==> config.mk <==
export PLATFORM = sky130hd
export DESIGN_NAME = cs_mir_seq
export DESIGN_NICKNAME = d
export VERILOG_FILES = /design/src/rtl/cs_mir_seq.sv
export SDC_FILE = /design/constraint.sdc
export NUM_CORES = 1
export LEC_CHECK = 0
export BUFFER_PORTS_ARGS = -buffer_cell sky130_fd_sc_hd__buf_2
export CORE_MARGIN = 4
export CORE_UTILIZATION = 40
export DETAILED_ROUTE_END_ITERATION = 16
export GPL_TIMING_DRIVEN = 0
export PLACE_DENSITY = 0.68
export SKIP_CTS_REPAIR_TIMING = 1
export SYNTH_ARGS = -nofsm -noshare
export SYNTH_HDL_FRONTEND = slang
export SYNTH_SLANG_ARGS = --single-unit
==> constraint.sdc <==
create_clock -name CS_MIR_CLOCK_50 -period 2.7 [get_ports CS_MIR_CLOCK_50]
set_input_delay 0.135 -clock CS_MIR_CLOCK_50 [delete_from_list [all_inputs] [get_ports CS_MIR_CLOCK_50]]
set_output_delay 0.135 -clock CS_MIR_CLOCK_50 [all_outputs]
set_load 0.005 [all_outputs]
==> src/rtl/cs_mir_seq.sv <==
// -----------------------------------------------------------------------------
// cs_mir_seq -- microinstruction register with memory-wait sequencer
//
// Purpose:
//   Holds the current microinstruction for the control-store datapath and
//   slices it into its fields. A microinstruction with RD or WR set is held
//   for MIR_MEM_WAIT extra cycles while STALL tells the microsequencer to
//   freeze its MPC. A saturating counter tracks accepted loads.
//
// Ports:
//   CS_MIR_CLOCK_50                in   system clock, rising edge
//   CS_MIR_RESET_InHigh            in   asynchronous reset, active high
//   CS_MIR_clear_InLow             in   synchronous clear (forces NOP), active low
//   CS_MIR_load_InLow              in   synchronous load enable, active low
//   CS_MIR_INSTRUCTION_data_InBUS  in   microinstruction from control store
//   CS_MIR_{A,B,C}_data_OutBUS     out  register-select fields
//   CS_MIR_{A,B,C}MUX_data_Out     out  mux-select bits
//   CS_MIR_RD_data_Out / WR        out  memory read / write bits
//   CS_MIR_ALU_data_OutBUS         out  ALU function field
//   CS_MIR_COND_data_OutBUS        out  branch-condition field
//   CS_MIR_ADDRESS_data_OutBUS     out  next-address field
//   CS_MIR_VALID_Out               out  register holds a live microinstruction
//   CS_MIR_STALL_Out               out  memory wait in progress
//   CS_MIR_ISSUED_COUNT_OutBUS     out  accepted loads, saturating
//   o_state                        out  FSM state (0 IDLE, 1 EXEC, 2 WAIT)
//
// Handshake: a microinstruction is accepted on a rising edge when
//   load_InLow = 0, clear_InLow = 1 and the FSM is not in WAIT. While STALL
//   is high, loads are ignored and the presenter must keep its instruction
//   steady; the first edge with STALL low accepts it.
// -----------------------------------------------------------------------------
module cs_mir_seq #(
  parameter int MIR_LENGTH_Reg  = 6,
  parameter int MIR_LENGTH_ALU  = 4,
  parameter int MIR_LENGTH_COND = 3,
  parameter int MIR_LENGTH_ADDR = 11,
  parameter int MIR_MEM_WAIT    = 2,
  parameter int MIR_LENGTH_CNT  = 16,
  localparam int MIR_LENGTH_INSTR = 3*MIR_LENGTH_Reg + 5 + MIR_LENGTH_ALU
                                    + MIR_LENGTH_COND + MIR_LENGTH_ADDR
) (
  input  logic                        CS_MIR_CLOCK_50,
  input  logic                        CS_MIR_RESET_InHigh,
  input  logic                        CS_MIR_clear_InLow,
  input  logic                        CS_MIR_load_InLow,
  input  logic [MIR_LENGTH_INSTR-1:0] CS_MIR_INSTRUCTION_data_InBUS,
  output logic [MIR_LENGTH_Reg-1:0]   CS_MIR_A_data_OutBUS,
  output logic [MIR_LENGTH_Reg-1:0]   CS_MIR_B_data_OutBUS,
  output logic [MIR_LENGTH_Reg-1:0]   CS_MIR_C_data_OutBUS,
  output logic                        CS_MIR_AMUX_data_Out,
  output logic                        CS_MIR_BMUX_data_Out,
  output logic                        CS_MIR_CMUX_data_Out,
  output logic                        CS_MIR_RD_data_Out,
  output logic                        CS_MIR_WR_data_Out,
  output logic [MIR_LENGTH_ALU-1:0]   CS_MIR_ALU_data_OutBUS,
  output logic [MIR_LENGTH_COND-1:0]  CS_MIR_COND_data_OutBUS,
  output logic [MIR_LENGTH_ADDR-1:0]  CS_MIR_ADDRESS_data_OutBUS,
  output logic                        CS_MIR_VALID_Out,
  output logic                        CS_MIR_STALL_Out,
  output logic [MIR_LENGTH_CNT-1:0]   CS_MIR_ISSUED_COUNT_OutBUS,
  output logic [1:0]                  o_state
);

  // Bit positions of each field, packed MSB to LSB as
  // A, AMUX, B, BMUX, C, CMUX, RD, WR, ALU, COND, ADDR.
  localparam int P_ADDR = 0;
  localparam int P_COND = P_ADDR + MIR_LENGTH_ADDR;
  localparam int P_ALU  = P_COND + MIR_LENGTH_COND;
  localparam int P_WR   = P_ALU + MIR_LENGTH_ALU;
  localparam int P_RD   = P_WR + 1;
  localparam int P_CMUX = P_RD + 1;
  localparam int P_C    = P_CMUX + 1;
  localparam int P_BMUX = P_C + MIR_LENGTH_Reg;
  localparam int P_B    = P_BMUX + 1;
  localparam int P_AMUX = P_B + MIR_LENGTH_Reg;
  localparam int P_A    = P_AMUX + 1;

  localparam logic [3:0]                WAIT_INIT = 4'(MIR_MEM_WAIT);
  localparam bit                        HAS_WAIT  = (MIR_MEM_WAIT > 0);
  localparam logic [MIR_LENGTH_CNT-1:0] CNT_ONE   = MIR_LENGTH_CNT'(1);

  typedef enum logic [1:0] {
    ST_IDLE = 2'd0,
    ST_EXEC = 2'd1,
    ST_WAIT = 2'd2
  } state_t;

  state_t                      r_state;
  logic [MIR_LENGTH_INSTR-1:0] r_mir;
  logic [3:0]                  r_wait_cnt;
  logic [MIR_LENGTH_CNT-1:0]   r_issued;
  logic                        r_stall;
  logic                        r_valid;

  // RD and WR together still form one memory access, hence a single OR.
  logic w_mem_access;
  assign w_mem_access = CS_MIR_INSTRUCTION_data_InBUS[P_RD]
                      | CS_MIR_INSTRUCTION_data_InBUS[P_WR];

  always_ff @(posedge CS_MIR_CLOCK_50 or posedge CS_MIR_RESET_InHigh) begin
    if (CS_MIR_RESET_InHigh) begin
      r_mir      <= '0;
      r_state    <= ST_IDLE;
      r_wait_cnt <= 4'd0;
      r_issued   <= '0;
      r_stall    <= 1'b0;
      r_valid    <= 1'b0;
    end else if (!CS_MIR_clear_InLow) begin
      // Clear aborts any wait and leaves a NOP; the issued count is history
      // and is deliberately kept.
      r_mir      <= '0;
      r_state    <= ST_IDLE;
      r_wait_cnt <= 4'd0;
      r_stall    <= 1'b0;
      r_valid    <= 1'b0;
    end else if (r_state == ST_WAIT) begin
      // Leaving on count==1 makes STALL high for exactly MIR_MEM_WAIT cycles.
      if (r_wait_cnt <= 4'd1) begin
        r_state    <= ST_EXEC;
        r_wait_cnt <= 4'd0;
        r_stall    <= 1'b0;
      end else begin
        r_wait_cnt <= r_wait_cnt - 4'd1;
      end
    end else if (!CS_MIR_load_InLow) begin
      r_mir   <= CS_MIR_INSTRUCTION_data_InBUS;
      r_valid <= 1'b1;
      if (r_issued != '1) begin
        r_issued <= r_issued + CNT_ONE;
      end
      if (w_mem_access && HAS_WAIT) begin
        r_state    <= ST_WAIT;
        r_wait_cnt <= WAIT_INIT;
        r_stall    <= 1'b1;
      end else begin
        r_state    <= ST_EXEC;
        r_wait_cnt <= 4'd0;
        r_stall    <= 1'b0;
      end
    end
  end

  assign CS_MIR_A_data_OutBUS       = r_mir[P_A +: MIR_LENGTH_Reg];
  assign CS_MIR_AMUX_data_Out       = r_mir[P_AMUX];
  assign CS_MIR_B_data_OutBUS       = r_mir[P_B +: MIR_LENGTH_Reg];
  assign CS_MIR_BMUX_data_Out       = r_mir[P_BMUX];
  assign CS_MIR_C_data_OutBUS       = r_mir[P_C +: MIR_LENGTH_Reg];
  assign CS_MIR_CMUX_data_Out       = r_mir[P_CMUX];
  assign CS_MIR_RD_data_Out         = r_mir[P_RD];
  assign CS_MIR_WR_data_Out         = r_mir[P_WR];
  assign CS_MIR_ALU_data_OutBUS     = r_mir[P_ALU +: MIR_LENGTH_ALU];
  assign CS_MIR_COND_data_OutBUS    = r_mir[P_COND +: MIR_LENGTH_COND];
  assign CS_MIR_ADDRESS_data_OutBUS = r_mir[P_ADDR +: MIR_LENGTH_ADDR];
  assign CS_MIR_VALID_Out           = r_valid;
  assign CS_MIR_STALL_Out           = r_stall;
  assign CS_MIR_ISSUED_COUNT_OutBUS = r_issued;
  assign o_state                    = r_state;

endmodule

* Yosys cells after proc, flatten, opt, wreduce, memory -nomap -nowiden *
Cells that the tools add are included.

word-level totals
  register bits = 65
  bits in latches = 0
  memory bits (writable) = 0
  bits in read-only memories = 0
  output and inout port bits = 61
  logic and storage cells = 42
  memories = 0

cells by class
  add/sub/neg operators = 2
  multiply operators = 0
  div/mod/pow operators = 0
  order comparisons = 1
  eq/ne operators = 6
  shifts and indexed selects = 0
  mux-type cells = 21
  bitwise gates (word level) = 3
  reductions and logical operators = 3

operator list
  operator               count
  $mux 41                3
  $add 16x1->16 const B  1
  $mux 4                 4
  $ne 16x16->1 const B   1
  $mux 2                 6
  $mux 1                 8
  $ne 3x2->1 const B     2
  $le 4x1->1 const B     1
  $ne 2x2->1 const B     2
  $reduce_and 2->1       2
  $reduce_and 4->1       1
  $sub 4x1->4 const B    1
  $eq 2x2->1 const B     1
  $not 1->1              2
  $or 1x1->1             1

* Logic depth before layout (Yosys ltp) *
Gate-level depths: netlist of the first run.

  depth in word-level cells = 5
  mapped depth = 6

* Worst setup path after synthesis of the first run *
Ideal clock, no wire load.

  kind = flip-flop to flip-flop
  start = register r_issued[0], in the netlist CS_MIR_ISSUED_COUNT_OutBUS[0]
  end = register r_issued[1], in the netlist CS_MIR_ISSUED_COUNT_OutBUS[1]
  library setup time = 0.125 ns
  data arrival time = 1.562 ns
  data required time = 2.575 ns
  setup slack = 1.013 ns
  cell stages (with the launch flop) = 6
  path buffers = 0
  period minus slack after synthesis = 1.687 ns
  cell sequence = dfrtp_1 ha_1 nand3_2 nor4_4 nor2_2 mux2_4

on the way
  longest elaborated chain between the ends = 2

RTL lines
  item                                                   line  RTL
  from (decl)                                            91    logic [MIR_LENGTH_CNT-1:0] r_issued;
  from (signal assigned)                                 129   r_issued <= r_issued + CNT_ONE;
  branches (longest 2 deep; another with $add 16x1->16)  n/a

Parallel ways; which one is timed is not known.
A chain may end at the register's enable or synchronous reset.

* Worst setup path in the final report of the first run *
Ends and elaborated chain as after synthesis.

==> metrics.yaml, run 1 <==
yosys:
  synth_xor_area_share_pct: 3.95
  seq_area_frac_synth_pct: 60.1
  synth_top_family_by_area: "compound AO/OA/AOI/OAI gates"
  synth_edf_count: 0
  synthSimpleGateAreaFrac_pct: 12.6
  synthAdderAreaFrac_pct: 1.41
  synthDistinctLibCells: 39
  synth_area_um2: 2660
  synth_compound_area_share_pct: 17.9
  synth_mux_area_share_pct: 1.41
  synthCells: 211
  yosys_register_bits: 64
  syn_avg_cell_area_um2: 12.6
  syn_nets: 259
  yosys_most_used_dff: "dfrtp_1"
  ys.warnings.count: 0
  async_flop_share_pct: 100
layout:
  fillers: 578
  syn_to_final_growth_pct: 32.2
  diodes: 0
  utilization_pct: 54.8
  layout-drive-gt1-share_pct: 41.5
  nets: 380
min_path:
  hp-class: "primary input to flop"
  min_from: "CS_MIR_INSTRUCTION_data_InBUS[2]"
floorplanning:
  num_rows: 29
  die_h_um: 89.6
  die_area_um2: 8030
  fp.dieW_um: 89.6
  initial_utilization_pct: 41.5
  core_area_um2: 6420
  ios: 106
setup_path:
  worstReg2RegStart: "CS_MIR_ISSUED_COUNT_OutBUS[0]"
  crit_start: "CS_MIR_ISSUED_COUNT_OutBUS[0]"
  path_class: "flop to flop"
  critPathRequiredTime_ps: 2930
  critPathCaptureType: "flop"
  critPathLaunchType: "flop"
  arrival_ps: 2090
  path_max_fanout: 8
placed_design:
  portBuffers: 104
  gp_congestion: 0.811
  place_hpwl_um: 4650
pwr:
  p_per_area_nw_per_um2: 664
  p_leak_nw: 1.88
  ir_worst_vdd_uv: 366
status:
  run_status: "finished, final reports clean"
detailed_routing:
  via_per_inst: 5.20
  routed_wl_um: 6360
  vias: 2152
  wl_per_cell_um: 15.4
  drt_iter0_drc: 39
  drt_drc_violations_left: 0
  firstDrtPassIters: 4
  ant_nets: 0
clock_tree:
  h-tree-depth: 3
  clock_path_buffers: 2
  clk-insertion-delay-late_ps: 340
  cts.sinks: 64
  cts-root-buf: "clkbuf_8"
  clk_pin_slew_worst_paths_ps: 80
  cts_tree: "yes"
  cts_buffers: 9
timing:
  finalSetupViolations: 0
  finalHoldViolCount: 0
  max_slew_margin_pct: 55.5
  max_freq_mhz: 538
  fin_crit_sh_pct: 68.8
  skew_ps: 11.4
  final_max_slew_viol_count: 0
  grt_setup_unrepaired: "no"
  finalCriticalPeriod_ps: 1860
  tightest_slew_ps: 659
  final.setup.tns_ps: 0
grt:
  grt_pass1_vias: 2040
  grt_pass1_wl_um: 9520
  grt-ovfl-total: 0
  antenna_found_initial: 0
  grt_max_degree: 45
  track_usage_pct: 15.6
flow_run:
  maxCapViolCount: 0
synth_stat cells (all sizes together), types with 4 or more instances:
cell   instances  area share (%)
nor2           9             1.4
xor2           7             2.3
nand3          7             1.5
inv            4            0.56
nand2         10             1.4
a22o          41              13
xnor2          5             1.6
nand4         12             3.6
nor3           6             1.3
o21ai          6             1.1
dfrtp         64              60
buf            8             1.6
cells by family after synthesis:
logic type | Yosys count
compound gates | 59
flops | 64
mux | 3
xor+xnor | 12
simple gates | 55
buf+inv | 15
fa+ha+maj | 3
metal layers:
layer	vias up	routed length [um]	GRT usage (%)
met1	1043	2830	20.2
met4	0	172	8.25
met2	61	2980	24.1
met3	11	379	4.11
met5	-	0	0
li1	1037	-	-
layout make-up:
type | instances | area, um2 | share of cell area [%]
Multi-Input combinational cell | 132 | 993 | 28.2
Inverter | 4 | 15.0 | 0.426
Clock inverter | 7 | 47.5 | 1.35
Sequential cell | 64 | 1600 | 45.5
Clock buffer | 9 | 124 | 3.52
Tap cell | 77 | 96.3 | 2.74
Timing Repair Buffer | 110 | 591 | 16.8
Buffer | 11 | 53.8 | 1.53
per-stage QoR:
step,cells,setup WS [ps],total power (W),cell area (um2),hold WS [ps]
6_report,414,843,0.00234,3520,1.38
3_3_place_gp,392,202,0.00163,3280,352
5_1_grt,414,699,0.00248,3520,1.10
2_1_floorplan,211,967,0.00144,2660,268
3_5_place_dp,393,839,0.00165,3300,184
4_1_cts,409,829,0.00236,3470,-190
path summary, 6_finish.rpt:
| kind | endpoint | depth (start not counted) | slack (ps) |
|---|---|---|---|
| worst max-delay path | CS_MIR_ISSUED_COUNT_OutBUS[1] | 5 | 840 |
| worst min-delay path | r_mir[2] | 2 | 1 |
| worst max register to register | CS_MIR_ISSUED_COUNT_OutBUS[1] | 5 | 840 |
| worst min register to register | CS_MIR_VALID_Out | 2 | 480 |
| max in group asynchronous | r_mir[19] | 4 | 1760 |
| min in group asynchronous | CS_MIR_ISSUED_COUNT_OutBUS[14] | 3 | 350 |
power breakdown:
group	switching, W	leakage [nW]	internal, W
clock network	0.000377	0.0854	0.000332
logic	0.000225	0.943	0.000223
registers	0.000114	0.856	0.00107
layout by cell type, fill, tap and decap left out, types with 5 or more instances in the layout:
| cell | count |
|---|---|
| xnor2_1 | 5 |
| dlygate4sd3_1 | 5 |
| o21ai_0 | 6 |
| xor2_1 | 7 |
| nand4_1 | 10 |
| a22o_1 | 41 |
| nand2_1 | 10 |
| clkbuf_8 | 9 |
| nor2_1 | 8 |
| buf_2 | 111 |
| nor3_1 | 5 |
| nand3_1 | 6 |
| dfrtp_1 | 64 |
state kept, by name, indices dropped and copies added, names as in the netlist:
register / cells
r_wait_cnt: 4
o_state: 1
CS_MIR_VALID_Out: 1
CS_MIR_ISSUED_COUNT_OutBUS: 16
r_mir: 41
CS_MIR_STALL_Out: 1
worst max-delay path, cell delays in order (launching register included):
cell and delay [ps]:
dfrtp_1 430, ha_1 260, nand3_2 200, nor4_4 440
nor2_2 110, mux2_4 300
(Power assumes the default switching activity.)
==> run 2: changes to the inputs <==
==> constraint.sdc (replaced) <==
create_clock -name CS_MIR_CLOCK_50 -period 1.93 [get_ports CS_MIR_CLOCK_50]
set_input_delay 0.0965 -clock CS_MIR_CLOCK_50 [delete_from_list [all_inputs] [get_ports CS_MIR_CLOCK_50]]
set_output_delay 0.0965 -clock CS_MIR_CLOCK_50 [all_outputs]
set_load 0.005 [all_outputs]
==> run 2 against run 1 <==
The flow now finishes with violations (negative hold slack). Core utilization grew 5.3 points. Clock power up 39%. Routed wire length is 8.9% higher. Hold slack worse by 13 ps. Via count rose by 9.2%. Clock skew down 2.1 ps. Sequential cell count stayed put. Sequential power up 41%. Total power up 42%. Sequential share of layout area decreased by 4.0 points. Maximum frequency up 4.0%. Largest power group unchanged.
==> metrics.yaml, run 2 (same netlist as run 1, synthesis figures left out) <==
floorplanning:
  ios: 106
  initial_utilization_pct: 41.5
  die_area_um2: 8030
  num_rows: 29
  core_area_um2: 6420
  fp.dieW_um: 89.6
  die_h_um: 89.6
setup_path:
  path_class: "flop to flop"
  worstRegToRegCells: 5
  crit_chain: "ha_1 -> nand3_2 -> or4_4 -> nand4_2 -> xnor2_1"
  critPathLaunchType: "flop"
  critPathRequiredTime_ps: 2180
  slowest_delay_ps: 580
  slowest_stage: "or4_4"
  path_max_fanout: 8
  critPathCaptureType: "flop"
  arrival_ps: 2040
timing:
  max_freq_mhz: 560
  max_slew_margin_pct: 55.5
  skew_ps: 9.34
  finalCriticalPeriod_ps: 1790
  hold_slack_ps: -11.1
  fin_crit_sh_pct: 92.6
  final.setup.tns_ps: 0
  final_max_slew_viol_count: 0
  tightest_slew_ps: 659
  finalSetupViolations: 0
  grt_setup_unrepaired: "no"
  finalHoldViolCount: 1
detailed_routing:
  ant_nets: 0
  routed_wl_um: 6920
  drt_drc_violations_left: 0
  firstDrtPassIters: 4
  via_per_inst: 5.25
  vias: 2350
  drt_iter0_drc: 57
  wl_per_cell_um: 15.5
pwr:
  ir_worst_vdd_uv: 517
  p_per_area_nw_per_um2: 861
  power_w: 0.00333
  p_leak_nw: 2.03
flow_run:
  maxCapViolCount: 0
layout:
  utilization_pct: 60.2
  nets: 414
  diodes: 0
  syn_to_final_growth_pct: 45.0
  layout-drive-gt1-share_pct: 38.0
  layout_common_cells: "buf_2 (111), dfrtp_1 (63), a22o_1 (41)"
  final_area_um2: 3860
  largest_reg_flops: 41
  final_common_cell: "buf_2"
  regMostFlops: "r_mir"
grt:
  grt-ovfl-total: 0
  grt_max_degree: 45
  grt_pass1_vias: 2040
  antenna_found_initial: 0
  track_usage_pct: 15.6
  grt_pass1_wl_um: 9520
status:
  failed_checks: "negative hold slack"
  run_status: "finished, violations left"
clock_tree:
  cts_buffers: 9
  clock_path_buffers: 2
  h-tree-depth: 3
  cts_tree: "yes"
  cts.sinks: 64
  clk-insertion-delay-late_ps: 340
  clk_pin_slew_worst_paths_ps: 70
  cts-root-buf: "clkbuf_8"
placed_design:
  placed_area_um2: 3300
  place_hpwl_um: 4650
  gp_congestion: 0.811
  portBuffers: 104
min_path:
  hp-class: "primary input to flop"
  holdPathStages: 2
==> run 2: cell count changes in the layout (fill, tap and decap cells not counted) <==
| cell | delta |
|---|---|
| dfrtp_1 | -1 |
| dlygate4sd3_1 | +34 |
| dfrtp_2 | +1 |
==> run 2: worst max-delay path: cells and delay by family (launching register included) <==
family | cells | cell delay [ps]
XOR/XNOR | 1 | 120
adder cells (fa/ha/maj) | 1 | 260
flip-flops | 1 | 420
AND/OR/NAND/NOR | 3 | 890
==> run 2: worst paths after layout <==
check,start,to,slack (ps)
setup / recovery,CS_MIR_ISSUED_COUNT_OutBUS[1],CS_MIR_ISSUED_COUNT_OutBUS[9],140
hold / removal,CS_MIR_INSTRUCTION_data_InBUS[40],r_mir[40],-10
setup reg to reg,CS_MIR_ISSUED_COUNT_OutBUS[1],CS_MIR_ISSUED_COUNT_OutBUS[9],140
hold reg to reg,CS_MIR_VALID_Out,CS_MIR_VALID_Out,480
max in group asynchronous,CS_MIR_RESET_InHigh,r_wait_cnt[3],1020
min in group asynchronous,CS_MIR_RESET_InHigh,CS_MIR_ISSUED_COUNT_OutBUS[14],320
==> run 2: final cells by class <==
class,instances,area (um2)
plain buffers,11,53.8
clock buffers,9,124
clock inverters,7,47.5
fillers,535,2560
inverters,4,15.0
multi-input cells,132,993
flip-flops and latches,64,1600
well taps,77,96.3
repair buffers,144,931
==> run 2: power by group <==
| group | switching (W) | internal, W |
|---|---|---|
| Clock | 0.000522 | 0.000464 |
| Combinational | 0.000328 | 0.000356 |
| Sequential | 0.000160 | 0.00150 |
| Total | 0.00101 | 0.00232 |
==> run 2: per-layer routing <==
| layer | global-route usage, % | vias up | share of wire (%) |
|---|---|---|---|
| li1 | - | 1109 | - |
| met5 | 0 | - | 0 |
| met3 | 4.11 | 26 | 5.2 |
| met1 | 20.2 | 1128 | 43 |
| met4 | 8.25 | 0 | 4.1 |
| met2 | 24.1 | 87 | 47 |
==> run 2: metrics by stage <==
step | std cells | setup WS, ps | hold slack, ps
floorplan | 211 | 235 | 229
global placement | 392 | -530 | 314
detailed placement | 393 | 68.9 | 146
CTS | 409 | 58.9 | -228
global route | 448 | 8.08 | 3.47
finish | 448 | 143 | -11.1
